### config.mk
export PLATFORM = sky130hd
export DESIGN_NAME = uart_rx_fifo
export DESIGN_NICKNAME = d
export VERILOG_FILES = /design/src/rtl/uart_pkg.sv /design/src/rtl/uart_rx_fifo_sync_fifo.sv /design/src/rtl/uart_rx_fifo.sv
export SDC_FILE = /design/constraint.sdc
export NUM_CORES = 1
export LEC_CHECK = 0
export CAP_MARGIN = 20
export CORE_MARGIN = 2
export CORE_UTILIZATION = 55
export DETAILED_ROUTE_END_ITERATION = 16
export GPL_ROUTABILITY_DRIVEN = 0
export GPL_TIMING_DRIVEN = 1
export HOLD_SLACK_MARGIN = 0.08
export PLACE_DENSITY = 0.78
export SYNTH_ARGS = -nofsm -noshare
export SYNTH_HDL_FRONTEND = slang
export SYNTH_SLANG_ARGS = --single-unit
### constraint.sdc
create_clock -name clk -period 6.2 [get_ports clk]
set_clock_uncertainty 0.1 [all_clocks]
set_input_delay 1.86 -clock clk [delete_from_list [all_inputs] [get_ports clk]]
set_output_delay 1.86 -clock clk [all_outputs]
set_load 0.03 [all_outputs]
### src/rtl/uart_pkg.sv
// Shared definitions for the UART receive path: default sizing, receiver
// state codes and the data-bit clamp applied when a frame starts.
package uart_pkg;

    localparam int UART_MAX_BITS_DEF   = 9;
    localparam int UART_OVERSAMPLE_DEF = 16;

    // Receiver states (plain constants so older tools and netlists agree on the encoding)
    localparam logic [2:0] ST_IDLE   = 3'd0;
    localparam logic [2:0] ST_START  = 3'd1;
    localparam logic [2:0] ST_DATA   = 3'd2;
    localparam logic [2:0] ST_PARITY = 3'd3;
    localparam logic [2:0] ST_STOP   = 3'd4;
    localparam logic [2:0] ST_STOP2  = 3'd5;

    // Requested data bits limited to 5..max_bits
    function automatic logic [3:0] clamp_bits(input logic [3:0] req, input int unsigned max_bits);
        logic [3:0] res;
        res = req;
        if (req < 4'd5) begin
            res = 4'd5;
        end else if (32'(req) > max_bits) begin
            res = 4'(max_bits);
        end
        return res;
    endfunction

endpackage

### src/rtl/uart_rx_fifo_sync_fifo.sv
// Single-clock FIFO holding tagged receive words. Pointers carry one extra
// wrap bit so full and empty are told apart by the difference alone.
// A write into a full FIFO only lands when a read retires the head in the
// same cycle; otherwise the caller sees full and treats the word as dropped.
module sync_fifo #(
    parameter int WIDTH = 11,
    parameter int DEPTH = 16
) (
    input  logic                       clk,
    input  logic                       rst,
    input  logic                       wr_en_i,
    input  logic [WIDTH-1:0]           wr_data_i,
    input  logic                       rd_en_i,
    output logic [WIDTH-1:0]           rd_data_o,
    output logic                       full_o,
    output logic                       empty_o,
    output logic [$clog2(DEPTH):0]     level_o
);

    localparam int AW = $clog2(DEPTH);
    localparam int LW = AW + 1;

    logic [WIDTH-1:0] mem_q [DEPTH];
    logic [LW-1:0]    wr_ptr_q, wr_ptr_d;
    logic [LW-1:0]    rd_ptr_q, rd_ptr_d;
    logic [LW-1:0]    level;
    logic             do_wr;
    logic             do_rd;

    assign level   = wr_ptr_q - rd_ptr_q;
    assign full_o  = (level == LW'(DEPTH));
    assign empty_o = (level == '0);
    assign level_o = level;

    assign do_rd = rd_en_i & ~empty_o;
    assign do_wr = wr_en_i & (~full_o | do_rd);

    assign rd_data_o = mem_q[rd_ptr_q[AW-1:0]];

    // Pointer advance for accepted writes and reads
    always_comb begin
        wr_ptr_d = wr_ptr_q;
        rd_ptr_d = rd_ptr_q;
        if (do_wr) begin
            wr_ptr_d = wr_ptr_q + LW'(1);
        end
        if (do_rd) begin
            rd_ptr_d = rd_ptr_q + LW'(1);
        end
    end

    // Pointer registers
    always_ff @(posedge clk) begin
        if (rst) begin
            wr_ptr_q <= '0;
            rd_ptr_q <= '0;
        end else begin
            wr_ptr_q <= wr_ptr_d;
            rd_ptr_q <= rd_ptr_d;
        end
    end

    // Storage array, written at the tail slot
    always_ff @(posedge clk) begin
        if (do_wr) begin
            mem_q[wr_ptr_q[AW-1:0]] <= wr_data_i;
        end
    end

endmodule

### src/rtl/uart_rx_fifo.sv
// UART receiver with oversampled mid-bit sampling, optional parity, one or
// two stop bits, per-word parity/framing tags and a receive FIFO.
// Optional feature: define UART_RX_BREAK_DETECT_EN to turn an all-zero frame
// with a low stop bit into a brk pulse instead of a pushed word.
// Handshake: a word leaves the FIFO on every clk edge where rd_valid_o and
// rd_ready_i are both high; rd_valid_o never drops until that happens.
module uart_rx_fifo
    import uart_pkg::*;
#(
    parameter int MAX_BITS   = UART_MAX_BITS_DEF,
    parameter int OVERSAMPLE = UART_OVERSAMPLE_DEF,
    parameter int DEPTH      = 16
) (
    input  logic                      clk,
    input  logic                      rst,
    input  logic [15:0]               clk_div_i,
    input  logic [3:0]                bits_per_word_i,
    input  logic                      parity_en_i,
    input  logic                      parity_odd_i,
    input  logic                      two_stop_bit_i,
    input  logic                      rx_i,
    output logic [MAX_BITS-1:0]       rd_data_o,
    output logic                      rd_perr_o,
    output logic                      rd_ferr_o,
    output logic                      rd_valid_o,
    input  logic                      rd_ready_i,
    output logic [$clog2(DEPTH):0]    fifo_level_o,
    output logic                      busy_o,
    output logic                      overrun_o,
    input  logic                      clr_overrun_i,
    output logic                      brk_o
);

    localparam int CW = $clog2(OVERSAMPLE);
    localparam int FW = MAX_BITS + 2;
    localparam logic [CW-1:0] CNT_HALF = CW'(OVERSAMPLE / 2 - 1);
    localparam logic [CW-1:0] CNT_LAST = CW'(OVERSAMPLE - 1);
    localparam logic [CW-1:0] CNT_ONE  = CW'(1);

    // Synchroniser and sample tick
    logic                sync1_q, sync2_q;
    logic                rx_s;
    logic [15:0]         div_q, div_d;
    logic                tick;

    // Frame state
    logic [2:0]          state_q, state_d;
    logic [CW-1:0]       cnt_q, cnt_d;
    logic [3:0]          bit_q, bit_d;
    logic [3:0]          nbits_q, nbits_d;
    logic                pen_q, pen_d;
    logic                podd_q, podd_d;
    logic                two_q, two_d;
    logic [MAX_BITS-1:0] shreg_q, shreg_d;
    logic                pbit_q, pbit_d;
    logic                ferr_q, ferr_d;
    logic                armed_q, armed_d;

    // Completed word waiting to enter the FIFO
    logic                push_q, push_d;
    logic [FW-1:0]       word_q, word_d;
    logic                overrun_q, overrun_d;

    // Frame completion terms
    logic                done;
    logic                frame_err;
    logic                frame_perr;

    // FIFO interface
    logic [FW-1:0]       head;
    logic                fifo_full;
    logic                fifo_empty;
    logic                pop;
    logic                drop;

    assign rx_s = sync2_q;
    assign tick = (div_q >= clk_div_i);
    assign div_d = tick ? 16'd0 : (div_q + 16'd1);

    assign frame_perr = pen_q & ((^shreg_q ^ pbit_q) != podd_q);

`ifdef UART_RX_BREAK_DETECT_EN
    logic brk_q, brk_d;
    logic stop1_low;
    logic is_break;
    // In STOP2 the first stop sample has already been folded into ferr_q
    assign stop1_low = (state_q == ST_STOP2) ? ferr_q : ~rx_s;
    assign is_break  = (shreg_q == '0) & ~(pen_q & pbit_q) & stop1_low;
    assign brk_o     = brk_q;
`else
    assign brk_o = 1'b0;
`endif

    // Receiver next-state: bit timing, sampling and frame completion
    always_comb begin
        state_d    = state_q;
        cnt_d      = cnt_q;
        bit_d      = bit_q;
        nbits_d    = nbits_q;
        pen_d      = pen_q;
        podd_d     = podd_q;
        two_d      = two_q;
        shreg_d    = shreg_q;
        pbit_d     = pbit_q;
        ferr_d     = ferr_q;
        armed_d    = armed_q;
        push_d     = 1'b0;
        word_d     = word_q;
        done       = 1'b0;
        frame_err  = 1'b0;
`ifdef UART_RX_BREAK_DETECT_EN
        brk_d      = 1'b0;
`endif
        case (state_q)
            ST_IDLE: begin
                if (!armed_q) begin
                    // A held-low line after a bad frame must go high before a new start counts
                    if (rx_s) begin
                        armed_d = 1'b1;
                    end
                end else if (tick && !rx_s) begin
                    state_d = ST_START;
                    cnt_d   = '0;
                    bit_d   = '0;
                    nbits_d = clamp_bits(bits_per_word_i, MAX_BITS);
                    pen_d   = parity_en_i;
                    podd_d  = parity_odd_i;
                    two_d   = two_stop_bit_i;
                    shreg_d = '0;
                    pbit_d  = 1'b0;
                    ferr_d  = 1'b0;
                end
            end
            ST_START: begin
                if (tick) begin
                    if (cnt_q == CNT_HALF) begin
                        cnt_d   = '0;
                        state_d = rx_s ? ST_IDLE : ST_DATA;
                    end else begin
                        cnt_d = cnt_q + CNT_ONE;
                    end
                end
            end
            ST_DATA: begin
                if (tick) begin
                    if (cnt_q == CNT_LAST) begin
                        cnt_d          = '0;
                        shreg_d[bit_q] = rx_s;
                        if (bit_q == (nbits_q - 4'd1)) begin
                            state_d = pen_q ? ST_PARITY : ST_STOP;
                        end else begin
                            bit_d = bit_q + 4'd1;
                        end
                    end else begin
                        cnt_d = cnt_q + CNT_ONE;
                    end
                end
            end
            ST_PARITY: begin
                if (tick) begin
                    if (cnt_q == CNT_LAST) begin
                        cnt_d   = '0;
                        pbit_d  = rx_s;
                        state_d = ST_STOP;
                    end else begin
                        cnt_d = cnt_q + CNT_ONE;
                    end
                end
            end
            ST_STOP: begin
                if (tick) begin
                    if (cnt_q == CNT_LAST) begin
                        cnt_d = '0;
                        if (two_q) begin
                            ferr_d  = ~rx_s;
                            state_d = ST_STOP2;
                        end else begin
                            done      = 1'b1;
                            frame_err = ~rx_s;
                        end
                    end else begin
                        cnt_d = cnt_q + CNT_ONE;
                    end
                end
            end
            ST_STOP2: begin
                if (tick) begin
                    if (cnt_q == CNT_LAST) begin
                        cnt_d     = '0;
                        done      = 1'b1;
                        frame_err = ferr_q | ~rx_s;
                    end else begin
                        cnt_d = cnt_q + CNT_ONE;
                    end
                end
            end
            default: begin
                state_d = ST_IDLE;
            end
        endcase

        if (done) begin
            state_d = ST_IDLE;
            if (frame_err) begin
                armed_d = 1'b0;
            end
`ifdef UART_RX_BREAK_DETECT_EN
            if (is_break) begin
                brk_d = 1'b1;
            end else begin
                push_d = 1'b1;
                word_d = {frame_err, frame_perr, shreg_q};
            end
`else
            push_d = 1'b1;
            word_d = {frame_err, frame_perr, shreg_q};
`endif
        end
    end

    // Synchroniser, tick divider and receiver registers
    always_ff @(posedge clk) begin
        if (rst) begin
            sync1_q <= 1'b1;
            sync2_q <= 1'b1;
            div_q   <= '0;
            state_q <= ST_IDLE;
            cnt_q   <= '0;
            bit_q   <= '0;
            nbits_q <= '0;
            pen_q   <= 1'b0;
            podd_q  <= 1'b0;
            two_q   <= 1'b0;
            shreg_q <= '0;
            pbit_q  <= 1'b0;
            ferr_q  <= 1'b0;
            armed_q <= 1'b1;
            push_q  <= 1'b0;
            word_q  <= '0;
        end else begin
            sync1_q <= rx_i;
            sync2_q <= sync1_q;
            div_q   <= div_d;
            state_q <= state_d;
            cnt_q   <= cnt_d;
            bit_q   <= bit_d;
            nbits_q <= nbits_d;
            pen_q   <= pen_d;
            podd_q  <= podd_d;
            two_q   <= two_d;
            shreg_q <= shreg_d;
            pbit_q  <= pbit_d;
            ferr_q  <= ferr_d;
            armed_q <= armed_d;
            push_q  <= push_d;
            word_q  <= word_d;
        end
    end

`ifdef UART_RX_BREAK_DETECT_EN
    // Break pulse register
    always_ff @(posedge clk) begin
        if (rst) begin
            brk_q <= 1'b0;
        end else begin
            brk_q <= brk_d;
        end
    end
`endif

    assign pop       = rd_valid_o & rd_ready_i;
    assign drop      = push_q & fifo_full & ~pop;
    // A fresh drop wins over a clear arriving in the same cycle
    assign overrun_d = (overrun_q & ~clr_overrun_i) | drop;

    // Sticky overrun flag
    always_ff @(posedge clk) begin
        if (rst) begin
            overrun_q <= 1'b0;
        end else begin
            overrun_q <= overrun_d;
        end
    end

    sync_fifo #(
        .WIDTH (FW),
        .DEPTH (DEPTH)
    ) u_fifo (
        .clk       (clk),
        .rst       (rst),
        .wr_en_i   (push_q),
        .wr_data_i (word_q),
        .rd_en_i   (pop),
        .rd_data_o (head),
        .full_o    (fifo_full),
        .empty_o   (fifo_empty),
        .level_o   (fifo_level_o)
    );

    // Head word is masked while empty so the outputs read 0 after reset
    assign {rd_ferr_o, rd_perr_o, rd_data_o} = fifo_empty ? '0 : head;
    assign rd_valid_o = ~fifo_empty;
    assign busy_o     = (state_q != ST_IDLE);
    assign overrun_o  = overrun_q;

endmodule

After elaboration in Yosys (flattened, before gate mapping). Memories as Yosys holds them, arrays and structs flattened. A register that Yosys moved wholly into a read port is not among the register bits. Cells that the tools add are included. Widths: inputs -> output; s select.

Register bits after elaboration: 71. RAM bits: 176. Input bits: 28. Output and inout bits: 20. Word-level logic and storage cells: 162. Memories: 1.

Memory list: u_fifo.mem_q (depth 16, width 11, read ports 1, clocked after memory_dff 1, write ports 1, RTL line uart_rx_fifo_sync_fifo.sv:23) `logic [WIDTH-1:0] mem_q [DEPTH];`.

Add/subtract/negate cells: 7. Magnitude comparators: 5. Eq/ne operators: 24. Multiplexer cells: 68. Bitwise logic cells: 17. Reduce and logical (&&, ||, !) cells: 21.

Operators with widths (count): $mux 4 (13); $mux 3 (13); $mux 9 (4); $mux 1 (26); $ne 2x2->1 const B (13); $pmux 3 s6 (1); $pmux 9 s2 (1); $add 16x1->16 const B (1); $ge 16x16->1 (1); $reduce_and 5->1 (3); $reduce_and 13->1 (1); $pmux 4 s3 (1); $reduce_and 6->1 (2); $mux 11 (1); $add 5x1->5 const B (2); $bwmux 9 (1); $reduce_xor 9->1 (1); $add 4x1->4 const B (2); $pmux 1 s2 (4); $pmux 4 s2 (1); $and 1x1->1 (7); $eq 3x2->1 const B (2); $eq 3x3->1 const B (2); $not 1->1 (6); 26 further kinds (33).

Depth between registers and ports, before layout.
Word-level depth: 9. Mapped depth: 11. Gate-level depth less buffers: 9.

By module. From an unflattened synthesis, not the netlist that was laid out.

Cell total of the unflattened synthesis: 774. Area total of the unflattened synthesis: 11113.2 µm².

Modules (own cells, without submodules): sync_fifo (times used 1, cells each 355, area an instance 7583.5 µm², sequential area each 5565.3 µm²); uart_rx_fifo (times used 1, cells each 419, area an instance 3529.6 µm², sequential area each 1221.2 µm²).

Least setup slack after synthesis. Ideal clock, no wire load.

Path type: register to output. Start: register u_fifo.wr_ptr_q[0]. End: output rd_data_o[1]. Data arrival time: 2638 ps. Data required time: 4240 ps. Path slack: 1602 ps. Stages on the path, launching flop included: 9. Buffers on the path: 1. Cells stage by stage: dfxtp_1 > inv_1 > ha_1 > fa_1 > xnor2_1 > or3_1 > a221oi_4 > clkbuf_1 > nor2b_1.

Cells in the longest elaborated chain, start to end: 3.

RTL lines: from (decl) (RTL line uart_rx_fifo_sync_fifo.sv:24) `logic [LW-1:0] wr_ptr_q, wr_ptr_d;`; from (signal assigned) (RTL line uart_rx_fifo_sync_fifo.sv:58) `wr_ptr_q <= wr_ptr_d;`; $sub 5x5->5 (RTL line uart_rx_fifo_sync_fifo.sv:30) `assign level = wr_ptr_q - rd_ptr_q;`; net fifo_level_o[2] (RTL line uart_rx_fifo.sv:27) `output logic [$clog2(DEPTH):0] fifo_level_o,`; $logic_not 5->1 (RTL line uart_rx_fifo_sync_fifo.sv:32) `assign empty_o = (level == '0);`; $mux 11 (RTL line uart_rx_fifo.sv:301) `assign {rd_ferr_o, rd_perr_o, rd_data_o} = fifo_empty ? '0 : head;`; to (decl) (RTL line uart_rx_fifo.sv:22) `output logic [MAX_BITS-1:0] rd_data_o,`.

The timed path passes the listed nets, and every way through them passes these cells.

Worst setup path after layout.
Start: register u_fifo.wr_ptr_q[0]. End: output rd_data_o[4].

Cells in the longest elaborated chain, start to end: 3.

RTL lines (RTL line): $sub 5x5->5 (uart_rx_fifo_sync_fifo.sv:30); $logic_not 5->1 (uart_rx_fifo_sync_fifo.sv:32); $mux 11 (uart_rx_fifo.sv:301).

No other way between the ends.

==> impl_metrics.yaml <==
floorplanning:
  start_util: 0.556
  die_area_um2: 21500
  coreArea_um2: 20100
  rows: 52
  die_h_um: 147
  die_w_um: 147
  io_pins: 48
layout:
  finalNetCount: 885
  area.growth.synth_to_final_pct: 13.7
  final_common_cell: "edfxtp_1"
  multi_input_area_um2: 4040
  drive_gt1_frac: 0.158
  fill_cells: 1412
  regArea_um2: 6790
  mostFrequentLayoutCells: "edfxtp_1 (176), dfxtp_1 (73), mux4_2 (55)"
  diodes: 0
critical_path:
  path_common_cell: "inv_1"
  critPathBufInv: 3
  cp-end-kind: "output pin"
  crit_required_ps: 4240
  start_kind: "flop"
  cp_max_fo: 19
  critical_path_class: "flop to output pin"
  cp.arrival_ps: 3610
  path_cells: "inv_1 -> ha_1 -> fa_1 -> inv_1 -> or3_1 -> a221oi_4 -> nor2b_1 -> clkdlybuf4s50_1"
  crit_path_top_delay_cell: "a221oi_4"
  cp_slowest_stage_delay_ps: 680
  crit_family: "buffers and inverters"
sta:
  fmax_mhz: 179
  finalHoldViolCount: 0
  fin_crit_ps: 5570
  worstMarginPinSlew_ps: 981
  rsz0062_at_grt: "no"
  setup_ws_ps: 625
  finalCritPeriodShare: 0.899
  maxSlewHeadroom: 0.346
  maxSlewViolCount: 0
  setup_viol: 0
  fin_setup_tns_ps: 0
clocking:
  ctsResizeCount: 0
  clk_pin_slew_ps: 60
  cts_buffers: 25
  post_cts_buffers: 0
  numClockSinks: 251
  cts_root_buf: "clkbuf_16"
  h-tree-depth: 1
  max-clock-path-buffers: 3
  holdBufCountCts: 0
  clk_latency_ps: 510
  cts_tree: "yes"
placed_design:
  pre_cts_slack_ps: 1130
  portBuffers: 46
  hpwl_mm: 13.1
power_and_ir_drop:
  switching_share: 0.266
  cell_internal_pwr_mw: 3.18
  p_leak_nw: 4.14
  totalPowerFinal_mw: 4.33
  max-vdd-ir-drop_mv: 0.181
  p_switching_mw: 1.15
  p_comb_frac: 0.211
  clkPwrFrac: 0.370
  p_per_area_nw_per_um2: 341
  power_frac_seq: 0.420
grt:
  grt_antenna_before_repair: 0
  grt_pass1_wl_mm: 34.0
  track_usage: 0.200
  grt_pass1_vias: 6285
  grt_max_degree: 45
  grt-ovfl-total: 0
synth:
  synth_ff_type: "edfxtp_1"
  synthCells: 783
  ys_seq_area_frac: 0.607
  syn_nets: 844
  synth.distinct_cells: 70
  synthArstFlopShare: 0
  avgSynthCellArea_um2: 14.3
  synth-seq-cells: 251
  synthesis.area_um2: 11200
  synth_edf_count: 176
  yosysWarnings: 0
routing:
  dr.pass1.iters: 4
  drcViolationCount: 0
  avgViaCountPerCell: 5.71
  vias: 6352
  final_antenna_net_count: 0
  wirelength_mm: 21.1
  first_iter_violations: 412
  routedWlPerCell_um: 19.0
worst_hold_path:
  worstHoldPathType: "flop to flop"
run_status:
  status: "finished, final reports clean"
run:
  drv_cap: 0
logic make-up after synthesis:
family / share of synthesized area
buf+inv: 0.0324
xor+xnor: 0.0258
other cells: 0.000335
fa+ha+maj: 0.0376
flops: 0.607
simple gates: 0.103
mux: 0.130
compound gates: 0.0642
cell usage after synthesis, types with 10 or more instances:
cell,count,area (µm²)
a21oi_1,35,175
and3_1,16,100
clkbuf_1,21,78.8
dfxtp_1,75,1500
edfxtp_1,176,5290
ha_1,32,400
inv_1,47,176
mux2i_1,12,120
mux4_2,55,1240
nand2_1,32,120
nand3_1,17,85.1
nand4_1,10,62.6
nor2_1,44,165
nor2b_1,25,156
o21ai_0,17,85.1
xnor2_1,20,175
xor2_1,13,114
area by class of cell:
cell class / instances / area share
Clock buffer: 30 / 0.0531
Timing Repair Buffer: 49 / 0.0386
Clock inverter: 15 / 0.0165
Multi-Input combinational cell: 450 / 0.318
Tap cell: 270 / 0.0266
Inverter: 47 / 0.0139
Sequential cell: 251 / 0.534
flip-flops by register name (all words and copies together), names as in the netlist, named ones only:
register,flops
push_q,1
cnt_q,4
u_fifo.rd_ptr_q,5
pen_q,1
word_q,11
armed_q,1
rx_s,1
u_fifo.mem_q,176
overrun_o,1
div_q,16
bit_q,4
state_q,3
shreg_q,9
nbits_q,4
pbit_q,1
u_fifo.wr_ptr_q,5
sync1_q,1
ferr_q,1
podd_q,1
two_q,1
per-layer routing:
layer  vias up  track usage  wire, µm
met5         -            0         0
met4         0       0.0515       417
met3        33       0.0281      1010
met2       170        0.340     10500
met1      3110        0.275      9190
li1       3039            -         -
path summary, 6_finish.rpt:
path | startpoint | endpoint | slack (ps) | cells past startpoint
worst max-delay path | u_fifo.wr_ptr_q[0]$_SDFFE_PP0P_ | rd_data_o[4] | 630 | 8
worst min-delay path | sync1_q$_SDFF_PP1_ | rx_s$_SDFF_PP1_ | 320 | 1
worst max register to register | u_fifo.wr_ptr_q[0]$_SDFFE_PP0P_ | u_fifo.mem_q[1][4]$_DFFE_PP_ | 2410 | 9
worst min register to register | sync1_q$_SDFF_PP1_ | rx_s$_SDFF_PP1_ | 320 | 1
through the flow:
step	std cells	utilization	hold slack, ps	area [µm²]
after floorplan	783	-	289	11200
after global placement	1067	0.589	296	11800
after detailed placement	1067	0.589	308	11800
after CTS	1112	0.633	323	12700
after global routing	1112	0.633	330	12700
final	1112	0.633	321	12700
power by group through the flow:
stage                     sequential [mW]  clock [mW]  combinational (mW)
after global routing                 1.82        1.69               0.980
after CTS                            1.82        1.62               0.927
after floorplan                      1.83           0               0.630
after detailed placement             1.86           0               0.920
after global placement               1.86           0               0.918
final                                1.82        1.60               0.912
(Power assumes the default switching activity.)
